--- src/rtl/multicore_pkg.sv ---
// multicore_pkg
//   Definitions shared by the dispatch scheduler and the cores it feeds:
//   array geometry, instruction layout, scheduler state encoding and the
//   opcode map carried in instruction bits [11:8].
//   Optional feature macro used by the scheduler: DISPATCH_STATS_EN.
package multicore_pkg;

    localparam int NUM_CORES        = 4;
    localparam int INSTR_W          = 12;   // [11:8] opcode, [7:4] A, [3:0] B
    localparam int CNT_W            = 3;
    localparam int FIFO_FULL        = 7;
    localparam int IDLE_GATE_CYCLES = 4;

    typedef enum logic [1:0] {
        RUN   = 2'd0,
        STALL = 2'd1,
        DRAIN = 2'd2,
        DONE  = 2'd3
    } sched_state_t;

    localparam logic [3:0] OP_ADD = 4'h0;
    localparam logic [3:0] OP_SUB = 4'h1;
    localparam logic [3:0] OP_AND = 4'h2;
    localparam logic [3:0] OP_OR  = 4'h3;
    localparam logic [3:0] OP_XOR = 4'h4;
    localparam logic [3:0] OP_NOT = 4'h5;
    localparam logic [3:0] OP_LS  = 4'h6;
    localparam logic [3:0] OP_RS  = 4'h7;

endpackage

--- src/rtl/core_select.sv ---
// core_select
//   Combinational picker: among eligible cores, choose the one with the
//   smallest occupancy; ties go to the first candidate met when scanning
//   upward from rr_ptr with wrap-around.
// Ports:
//   counts       in  N*CW  per-core occupancy, core i at [i*CW +: CW]
//   eligible     in  N     cores allowed to receive a write
//   rr_ptr       in  PTR_W tie-break scan start
//   winner       out N     one-hot chosen core (all zero if none eligible)
//   any_eligible out 1     at least one core eligible
import multicore_pkg::*;

module core_select #(
    parameter int N     = NUM_CORES,
    parameter int CW    = CNT_W,
    parameter int PTR_W = (N > 1) ? $clog2(N) : 1
) (
    input  logic [N*CW-1:0] counts,
    input  logic [N-1:0]    eligible,
    input  logic [PTR_W-1:0] rr_ptr,
    output logic [N-1:0]    winner,
    output logic            any_eligible
);

    logic [CW-1:0]    cnt_arr [N];
    logic             found;
    logic [CW-1:0]    best;
    logic [PTR_W-1:0] best_idx;
    logic [PTR_W-1:0] idx;

    generate
        for (genvar gi = 0; gi < N; gi++) begin : g_unpack
            assign cnt_arr[gi] = counts[gi*CW +: CW];
        end
    endgenerate

    assign any_eligible = |eligible;

    // Strict '<' keeps the earliest candidate in scan order on a tie.
    always_comb begin
        winner   = '0;
        found    = 1'b0;
        best     = '0;
        best_idx = '0;
        idx      = '0;
        for (int k = 0; k < N; k++) begin
            idx = PTR_W'((int'(rr_ptr) + k) % N);
            if (eligible[idx] && (!found || cnt_arr[idx] < best)) begin
                found    = 1'b1;
                best     = cnt_arr[idx];
                best_idx = idx;
            end
        end
        winner[best_idx] = found;
    end

endmodule

--- src/rtl/core_dispatch_sched.sv ---
// core_dispatch_sched
//   Steers a single valid/ready instruction stream into one of NUM_CORES
//   core FIFOs (least occupied, round-robin tie-break), gates idle cores'
//   clocks, and runs a flush/drain handshake.
// Ports:
//   clk, rst       clock, synchronous active-high reset
//   in_valid/in_instr/in_ready   instruction input handshake (in_ready comb)
//   flush          request drain of all cores
//   core_count     per-core FIFO occupancy, core i at [i*CNT_W +: CNT_W]
//   core_empty     per-core FIFO empty flags
//   core_wr_en     one-hot write strobe, core_instr broadcast payload
//   clock_disable  per-core clock gating request
//   pending_total  registered sum of core_count
//   sched_state    RUN/STALL/DRAIN/DONE, drained = in DONE
// Optional feature macro DISPATCH_STATS_EN adds stat_dispatch (per-core
// saturating write counts, 16 bits each) and stat_stall (cycles with
// in_valid high while in_ready low).
import multicore_pkg::*;

module core_dispatch_sched #(
    parameter int NUM_CORES        = multicore_pkg::NUM_CORES,
    parameter int INSTR_W          = multicore_pkg::INSTR_W,
    parameter int CNT_W            = multicore_pkg::CNT_W,
    parameter int FIFO_FULL        = multicore_pkg::FIFO_FULL,
    parameter int IDLE_GATE_CYCLES = multicore_pkg::IDLE_GATE_CYCLES,
    parameter int TOT_W            = $clog2(NUM_CORES*FIFO_FULL+1)
) (
    input  logic                       clk,
    input  logic                       rst,
    input  logic                       in_valid,
    input  logic [INSTR_W-1:0]         in_instr,
    output logic                       in_ready,
    input  logic                       flush,
    input  logic [NUM_CORES*CNT_W-1:0] core_count,
    input  logic [NUM_CORES-1:0]       core_empty,
    output logic [NUM_CORES-1:0]       core_wr_en,
    output logic [INSTR_W-1:0]         core_instr,
    output logic [NUM_CORES-1:0]       clock_disable,
    output logic [TOT_W-1:0]           pending_total,
    output logic [1:0]                 sched_state,
    output logic                       drained
`ifdef DISPATCH_STATS_EN
    ,
    output logic [NUM_CORES*16-1:0]    stat_dispatch,
    output logic [15:0]                stat_stall
`endif
);

    localparam int PTR_W  = (NUM_CORES > 1) ? $clog2(NUM_CORES) : 1;
    localparam int IDLE_W = $clog2(IDLE_GATE_CYCLES+1);
    localparam logic [CNT_W:0]    FULL_V   = (CNT_W+1)'(FIFO_FULL);
    localparam logic [IDLE_W-1:0] IDLE_MAX = IDLE_W'(IDLE_GATE_CYCLES);

    sched_state_t         state_reg, state_next;
    logic [NUM_CORES-1:0] wr_en_reg;
    logic [INSTR_W-1:0]   instr_reg;
    logic [TOT_W-1:0]     total_reg, total_next;
    logic                 drained_reg;
    logic [PTR_W-1:0]     rr_ptr_reg, rr_ptr_next, win_idx;
    logic [NUM_CORES-1:0] eligible, winner;
    logic                 any_eligible, transfer;

    // A write already in flight counts against the FIFO because the
    // external core_count has not yet seen it.
    generate
        for (genvar gi = 0; gi < NUM_CORES; gi++) begin : g_elig
            assign eligible[gi] = ({1'b0, core_count[gi*CNT_W +: CNT_W]}
                                  + {{CNT_W{1'b0}}, wr_en_reg[gi]}) < FULL_V;
        end
    endgenerate

    core_select #(.N(NUM_CORES), .CW(CNT_W), .PTR_W(PTR_W)) u_select (
        .counts       (core_count),
        .eligible     (eligible),
        .rr_ptr       (rr_ptr_reg),
        .winner       (winner),
        .any_eligible (any_eligible)
    );

    assign in_ready = (state_reg == RUN) && any_eligible;
    assign transfer = in_valid && in_ready;

    always_comb begin
        win_idx = '0;
        for (int k = 0; k < NUM_CORES; k++) begin
            if (winner[k]) win_idx = PTR_W'(k);
        end
        rr_ptr_next = (win_idx == PTR_W'(NUM_CORES-1)) ? '0 : win_idx + 1'b1;
    end

    always_comb begin
        total_next = '0;
        for (int k = 0; k < NUM_CORES; k++) begin
            total_next = total_next + TOT_W'(core_count[k*CNT_W +: CNT_W]);
        end
    end

    always_comb begin
        state_next = state_reg;
        case (state_reg)
            RUN:     if (flush) state_next = DRAIN;
                     else if (!any_eligible) state_next = STALL;
            STALL:   if (flush) state_next = DRAIN;
                     else if (any_eligible) state_next = RUN;
            DRAIN:   if ((&core_empty) && (wr_en_reg == '0)) state_next = DONE;
            DONE:    if (!flush) state_next = RUN;
            default: state_next = RUN;
        endcase
    end

    always_ff @(posedge clk) begin
        if (rst) begin
            state_reg   <= RUN;
            wr_en_reg   <= '0;
            instr_reg   <= '0;
            total_reg   <= '0;
            drained_reg <= 1'b0;
            rr_ptr_reg  <= '0;
        end else begin
            state_reg   <= state_next;
            wr_en_reg   <= transfer ? winner : '0;
            total_reg   <= total_next;
            drained_reg <= (state_next == DONE);
            if (transfer) begin
                instr_reg  <= in_instr;
                rr_ptr_reg <= rr_ptr_next;
            end
        end
    end

    // Idle gating: the register follows idle_next so that a dispatch
    // clears clock_disable on the same edge its write strobe rises.
    generate
        for (genvar gi = 0; gi < NUM_CORES; gi++) begin : g_idle
            logic [IDLE_W-1:0] idle_cnt_reg, idle_next;
            logic              idle_hit, cd_reg;

            assign idle_hit  = core_empty[gi] && !wr_en_reg[gi]
                               && !(transfer && winner[gi]);
            assign idle_next = !idle_hit ? '0 :
                               (idle_cnt_reg == IDLE_MAX) ? IDLE_MAX :
                               idle_cnt_reg + 1'b1;

            always_ff @(posedge clk) begin
                if (rst) begin
                    idle_cnt_reg <= '0;
                    cd_reg       <= 1'b0;
                end else begin
                    idle_cnt_reg <= idle_next;
                    cd_reg       <= (idle_next == IDLE_MAX) && (state_next != DRAIN);
                end
            end

            assign clock_disable[gi] = cd_reg;
        end
    endgenerate

`ifdef DISPATCH_STATS_EN
    logic [15:0] stall_reg;

    generate
        for (genvar gi = 0; gi < NUM_CORES; gi++) begin : g_stat
            logic [15:0] disp_reg;
            always_ff @(posedge clk) begin
                if (rst) disp_reg <= '0;
                else if (transfer && winner[gi] && disp_reg != 16'hFFFF)
                    disp_reg <= disp_reg + 16'd1;
            end
            assign stat_dispatch[gi*16 +: 16] = disp_reg;
        end
    endgenerate

    always_ff @(posedge clk) begin
        if (rst) stall_reg <= '0;
        else if (in_valid && !in_ready && stall_reg != 16'hFFFF)
            stall_reg <= stall_reg + 16'd1;
    end

    assign stat_stall = stall_reg;
`endif

    assign core_wr_en    = wr_en_reg;
    assign core_instr    = instr_reg;
    assign pending_total = total_reg;
    assign sched_state   = state_reg;
    assign drained       = drained_reg;

endmodule

--- config.mk ---
export PLATFORM = sky130hd
export DESIGN_NAME = core_dispatch_sched
export DESIGN_NICKNAME = d
export VERILOG_FILES = /design/src/rtl/multicore_pkg.sv /design/src/rtl/core_select.sv /design/src/rtl/core_dispatch_sched.sv
export SDC_FILE = /design/constraint.sdc
export NUM_CORES = 1
export LEC_CHECK = 0
export BUFFER_PORTS_ARGS = -buffer_cell sky130_fd_sc_hd__buf_2
export CAP_MARGIN = 20
export CORE_AREA = 8 8 113 73
export CTS_BUF_LIST = sky130_fd_sc_hd__clkbuf_16
export DETAILED_ROUTE_END_ITERATION = 10
export DIE_AREA = 0 0 121 81
export PLACE_DENSITY = 0.83
export SYNTH_ARGS = -nofsm -noshare
export SYNTH_HDL_FRONTEND = slang
export SYNTH_SLANG_ARGS = --single-unit
--- constraint.sdc ---
create_clock -name clk -period 5.9 [get_ports clk]
set_clock_uncertainty 0.05 [all_clocks]
set_input_delay 0.295 -clock clk [delete_from_list [all_inputs] [get_ports clk]]
set_output_delay 0.295 -clock clk [all_outputs]
set_load 0.005 [all_outputs]
Word-level counts from Yosys, hierarchy flattened
Cells that the tools add are included. W data, S select, Z words.

Bits in registers: 42. RAM bits: 0. Word-level logic and storage cells: 160. ROM bits: 0. Output and inout bits: 29. Latch bits: 0. Memories kept: 0.

Order comparisons: 17. Eq/ne operators: 14. Multiplexer cells: 52. $add $sub $neg: 15. Reduce and logical (&&, ||, !) cells: 42. Shift-type cells: 0. Div/mod/pow operators: 0. Multiply operators: 0. Bitwise gates (word level): 6.

Operator list (count): $mux W3 (19); $mux W2 (13); $bmux W3 S2 (4); $eq A3 B3 Y1 const B (8); $logic_and A1 B1 Y1 (23); $add A3 B1 Y4 (4); $lt A4 B3 Y1 const B (4); $lt A2 B3 Y1 const B (5); $add A3 B1 Y3 const B (4); $ge A3 B3 Y1 const B (4); $not A2 Y3 (4); $logic_not A1 Y1 (11); $mux W1 (10); $lt A3 B3 Y1 (3); $bmux W1 S2 (4); $eq A2 B2 Y1 const B (4); $pmux W2 S4 (1); $add A4 B3 Y5 (1); $add A5 B3 Y5 (1); $add A2 B1 Y2 const B (2); $add A2 B2 Y2 const B (2); $add A3 B3 Y4 (1); $and A4 B4 Y4 (1); $logic_not A4 Y1 (1); 10 further kinds (12).

Logic depth before layout (Yosys ltp)
Depth in word-level cells: 28. Gate-level depth with buffers: 31. Depth with buffers taken out: 30.

Modules after synthesis
Synthesis repeated with hierarchy kept, for this count alone.

Cells, all modules: 359. Area total of the unflattened synthesis: 3081.7 um^2.

Modules (own cells, without submodules): core_dispatch_sched (area an instance 2085.8 um^2, instances 1, seq. area each 840.8 um^2, cells an instance 224); core_select (area an instance 996.0 um^2, instances 1, seq. area each 0.0 um^2, cells an instance 135).

Worst setup path after synthesis
OpenSTA, ideal clock, no wires.

Path kind: register to register. Start point: reg wr_en_reg[3] (netlist: core_wr_en[3]). End point: reg g_idle[2].idle_cnt_reg[0]. Setup slack: -0.577 ns. Stages on the path, launching flop included: 31. Data required time: 5.759 ns. Arrival time: 6.336 ns. Library setup time: 0.091 ns. Path through: dfxtp_1 ha_1 ha_1 and4b_1 or3_1 buf_2 mux4_2 a211oi_1 inv_1 ha_1 a21oi_1 o21a_1 o21ai_1 o21ai_0 ha_1 o21a_1 nor2_1 a21oi_1 o32ai_1 o21ai_0 o21ai_0 nor2_1 a21oi_1 ha_1 o21a_1 o32ai_1 nor2b_1 a31o_4 o221ai_2 and3_1 nor4bb_1.

Longest elaborated chain between the ends: 26.

Ends and longest elaborated chain: start: declaration (RTL line core_dispatch_sched.sv:55) `logic [NUM_CORES-1:0] wr_en_reg;`; start signal: assignment (RTL line core_dispatch_sched.sv:121) `wr_en_reg <= transfer ? winner : '0;`; $add A3 B1 Y4 * (RTL line core_dispatch_sched.sv:68) `+ {{CNT_W{1'b0}}, wr_en_reg[gi]}) < FULL_V;`; $lt A4 B3 Y1 * (RTL line core_dispatch_sched.sv:68); $bmux W1 S2 (RTL line core_select.sv:48) `if (eligible[idx] && (!found || cnt_arr[idx] < best)) begin`; $mux W1 (implied by the code) (RTL line core_select.sv:48); $mux W3 or $mux W1 (tied branches) (RTL line core_select.sv:48); $lt A3 B3 Y1 or $logic_not A1 Y1 (tied branches) (RTL line core_select.sv:48); $logic_or A1 B1 Y1 (RTL line core_select.sv:48); $logic_and A1 B1 Y1 (RTL line core_select.sv:48); [10 not listed]; $logic_and A1 B1 Y1 (implied by the code) (RTL line core_select.sv:54) `winner[best_idx] = found;`; $mux W1 (implied by the code) (RTL line core_select.sv:54); $demux W1 S2; $and A4 B4 Y4 (no source line); $logic_and A1 B1 Y1 * (RTL line core_dispatch_sched.sv:139) `&& !(transfer && winner[gi]);`; $logic_not A1 Y1 * (RTL line core_dispatch_sched.sv:139); $logic_and A1 B1 Y1 * (RTL line core_dispatch_sched.sv:139); $mux W3 * (RTL line core_dispatch_sched.sv:140) `assign idle_next = !idle_hit ? '0 :`; end signal: assignment (RTL line core_dispatch_sched.sv:149) `idle_cnt_reg <= idle_next;`; end: declaration (RTL line core_dispatch_sched.sv:135) `logic [IDLE_W-1:0] idle_cnt_reg, idle_next;`.

Mark *: on every way between the ends. The rest lies on a longest branch, timed or not. The select of a mux whose other input is x is not followed. A chain may end at the register's enable or synchronous reset.

Worst setup path after layout
Start point: reg wr_en_reg[3] (netlist: core_wr_en[3]). End point: reg g_idle[2].idle_cnt_reg[1].

Same word-level chain as after synthesis.

==> results.txt <==
----------------------------------------------------
[Status]
  Run status ... finished with violations
  Violations in the final reports ... negative setup slack

[Clocking]
  Number of buffers inserted during clock tree synthesis ... 5
  Clock sinks ... 42
  Maximum number of buffers from clock root to sink ... 2
  Clock latency on the worst-skew pair ... 280 ps
  Root buffer cell ... sky130_fd_sc_hd__clkbuf_16
  Register clock-pin slew on the reported worst setup and hold paths ... 60 ps
  Clock H-tree levels ... 2
  CTS tree ... yes
  CTS Hold Bufs ... 0

[Floorplanning]
  Floorplan die height ... 81 um
  Number of I/O pins ... 61
  Die width ... 121 um
  DIE AREA ... 0.00980 mm2
  Total number of placement rows ... 23
  Area inside the core boundary ... 0.00653 mm2
  Starting Density ... 49.8%

[Placed design]
  Input/output buffers ... 60
  Last weighted congestion value of the routability-driven placer ... 0.916
  Placement-stage worst setup slack ... -618 ps
  Dpl hpwl ... 8.47 mm
  Placed instance count ... 566

[Route]
  DRC violation count after routing ... 0
  Final Routed Wirelength ... 11.2 mm
  Starting DRC count in detailed routing ... 336
  Number of optimization iterations in the first detailed-route pass ... 5
  Vias post-DR ... 3535
  Detail-routed net length per standard cell ... 19.2 um
  Vias per std cell ... 6.02
  ANT nets after route ... 0

[Critical path]
  Longest individual stage delay on the worst path ... 500 ps
  Data arrival time of the critical path ... 6460 ps
  Worst flop-to-flop path endpoint ... g_idle[2].idle_cnt_reg[1]
  WS Path Type ... reg -> reg
  Sort of element at the end of the critical path ... flip-flop
  Critical Path Start Type ... flip-flop
  Required time at the endpoint of the critical path ... 6020 ps
  R2R Setup Slk ... -440 ps
  Critical-path cell with the highest stage delay ... sky130_fd_sc_hd__mux4_2
  Worst flop-to-flop path startpoint ... core_wr_en[3]
  Critical path's most frequent cell ... sky130_fd_sc_hd__o21a_1
  Cell count of the worst reg-to-reg path ... 31
  Highest fanout seen on the critical path ... 5

[Cells and area]
  Utilization after layout ... 68.3%
  Number of inserted filler cells in the final layout ... 477
  Antenna Cells ... 0
  Top library cells by usage in the layout, fill and taps aside ... sky130_fd_sc_hd__buf_4, sky130_fd_sc_hd__buf_2, sky130_fd_sc_hd__nand2_1, sky130_fd_sc_hd__dfxtp_1, sky130_fd_sc_hd__a21oi_1
  Final cell count without fillers ... 587
  Most frequent standard cell in the layout excluding fill and tap cells ... sky130_fd_sc_hd__buf_4
  Number of nets in the finished design ... 564
  Synth-to-layout area growth ... 37.1%
  FF+latch area ... 845 um2
  Fraction of final layout cells with drive strength greater than 1 ... 37.6%
  Multi-input logic area ... 0.00250 mm2

[Timing]
  RSZ-0062 raised after global routing ... yes
  Final Setup Violations ... 22
  Final Critical Period ... 6340 ps
  Slew Limit Headroom ... 40.6%
  Final slew viol count ... 0
  Max frequency ... 158 MHz
  Final hold violation count ... 0
  Worst hold slack after final layout ... 201 ps
  Portion of the clock cycle consumed by the worst path in the final layout ... 107%
  Final Worst Setup Slack ... -435 ps
  Transition at the pin with the smallest max-transition slack ... 883 ps

[Power]
  VDD IR-drop max ... 0.000313 V
  Total power divided by cell area ... 627 mW/mm2
  Lkg Pwr ... 0.00197 uW

[Synth]
  Syn nets ... 452
  Top cell type by total area after synthesis ... sky130_fd_sc_hd__dfxtp_1
  Post-synthesis instance area ... 0.00326 mm2
  Share of flip-flops with an asynchronous set or reset after synthesis ... 0%
  Synth Warn # ... 0
  Share of the synthesized area in the top cell type ... 25.8%
  Portion of the post-synthesis area used by sequential elements ... 25.8%
  Number of different library cells in the post-synthesis netlist ... 67
  Number of cells produced by synthesis ... 388
  Average footprint of a synthesized cell ... 8.39 um2
  Top post-synthesis cells by area ... sky130_fd_sc_hd__dfxtp_1, sky130_fd_sc_hd__ha_1, sky130_fd_sc_hd__nand2_1, sky130_fd_sc_hd__a21oi_1, sky130_fd_sc_hd__nor2_1
  Most used flip-flop cell after synthesis ... sky130_fd_sc_hd__dfxtp_1
  Number of enable-type register cells in the synthesized netlist ... 0
  Synthesized flop and latch total ... 42

[GRT]
  Initial antenna violation count ... 0
  Maximum number of pins on one net before global-route repair ... 30
  Via count of the first global-routing pass ... 3455
  Overflow left after global routing ... 0
  Wire length of the first global-routing pass ... 17.3 mm
  Total Routing Usage GR ... 22.1%

[Min path]
  Hold Crit Depth ... 3
  Endpoint with the worst hold slack ... core_instr[5]
  Hold crit path type ... in -> reg
  Min-delay src ... in_instr[5]

[Flow run]
  Total of max-cap violations ... 0

----------------------------------------------------
how the worst max path moves through the flow:
stage / from / end / slack, ps / cells after the start
finish: core_wr_en[3] / g_idle[2].idle_cnt_reg[1] / -440 / 31
detailed placement: core_count[9] / g_idle[1].cd_reg / -620 / 30
floorplan: core_wr_en[3] / g_idle[3].cd_reg / -160 / 30
CTS: core_wr_en[3] / g_idle[2].idle_cnt_reg[0] / -320 / 30
global route: core_wr_en[3] / g_idle[2].idle_cnt_reg[1] / -690 / 31
global placement: core_count[9] / g_idle[3].cd_reg / -410 / 28
cell usage after synthesis, types with 4 or more instances:
master and count:
sky130_fd_sc_hd__nand2_1 54, sky130_fd_sc_hd__o21a_1 4, sky130_fd_sc_hd__a21oi_1 33, sky130_fd_sc_hd__inv_1 19, sky130_fd_sc_hd__buf_4 4, sky130_fd_sc_hd__nor2_1 33, sky130_fd_sc_hd__nand3_1 4, sky130_fd_sc_hd__a31oi_1 8
sky130_fd_sc_hd__and3_1 5, sky130_fd_sc_hd__nand3b_1 6, sky130_fd_sc_hd__ha_1 26, sky130_fd_sc_hd__mux2i_1 8, sky130_fd_sc_hd__o211ai_1 5, sky130_fd_sc_hd__a311oi_1 4, sky130_fd_sc_hd__dfxtp_1 42, sky130_fd_sc_hd__clkbuf_1 14
sky130_fd_sc_hd__nor2b_1 9, sky130_fd_sc_hd__a211oi_1 5, sky130_fd_sc_hd__mux4_2 4, sky130_fd_sc_hd__nand4b_1 4, sky130_fd_sc_hd__fa_1 6, sky130_fd_sc_hd__nor3_1 8, sky130_fd_sc_hd__o21ai_0 14
final cells by class:
cell class,instances,area share [%]
clock buffer,5,2.80
sequential,42,18.9
multi-input combinational,307,55.9
clock inverter,2,0.224
inverter,19,1.60
tap,87,2.44
timing repair buffer,125,18.1
logic make-up (layout without fill, tap and decap cells):
kind of cell    count (synthesis)  after routing  share of synthesized area (%)
xor+xnor                        3              3                          0.807
mux                            16             16                           6.96
fa+ha+maj                      32             32                           13.7
buf+inv                        39            151                           5.00
simple gates                  151            151                           24.5
compound gates                105            105                           23.3
flops                          42             42                           25.8
where the power goes:
part	internal (uW)	switching, uW	leakage [uW]
Combinational	1050	1120	0.00155
Clock	153	104	0.0000694
Sequential	333	36.0	0.000344
Total	1540	1260	0.00197
worst max-delay path: cells and delay by family, from the launching register on:
family                   cells  cell delay, ps
AO/OA/AOI/OAI               13            2120
flip-flops                   1             360
multiplexers                 2             810
AND/OR/NAND/NOR              8            1210
adder cells (fa/ha/maj)      5            1290
buffers and inverters        3             390
metrics by stage:
step	total power (uW)	cell area (um2)	TNS [ps]
CTS	2500	4320	-5380
detailed placement	2010	4050	-11120
finish	2800	4460	-7070
floorplan	1470	3350	-2100
global route	2960	4460	-12840
global placement	1970	4050	-7710
what timing repair did:
item,4_1_cts,5_1_grt
buffers inserted,9,5
gates resized for setup,16,18
pin swaps,20,12
setup endpoints to repair,22,22
hold endpoints to repair,0,0
per-layer routing:
layer / global-route usage, % / up-vias / part of all wire [%]
li1: - / 1647 / -
met1: 30.5 / 1678 / 44
met2: 33.2 / 190 / 43
met3: 7.06 / 20 / 12
met4: 4.09 / 0 / 1.2
met5: 0 / - / 0
(Power assumes the default switching activity.)
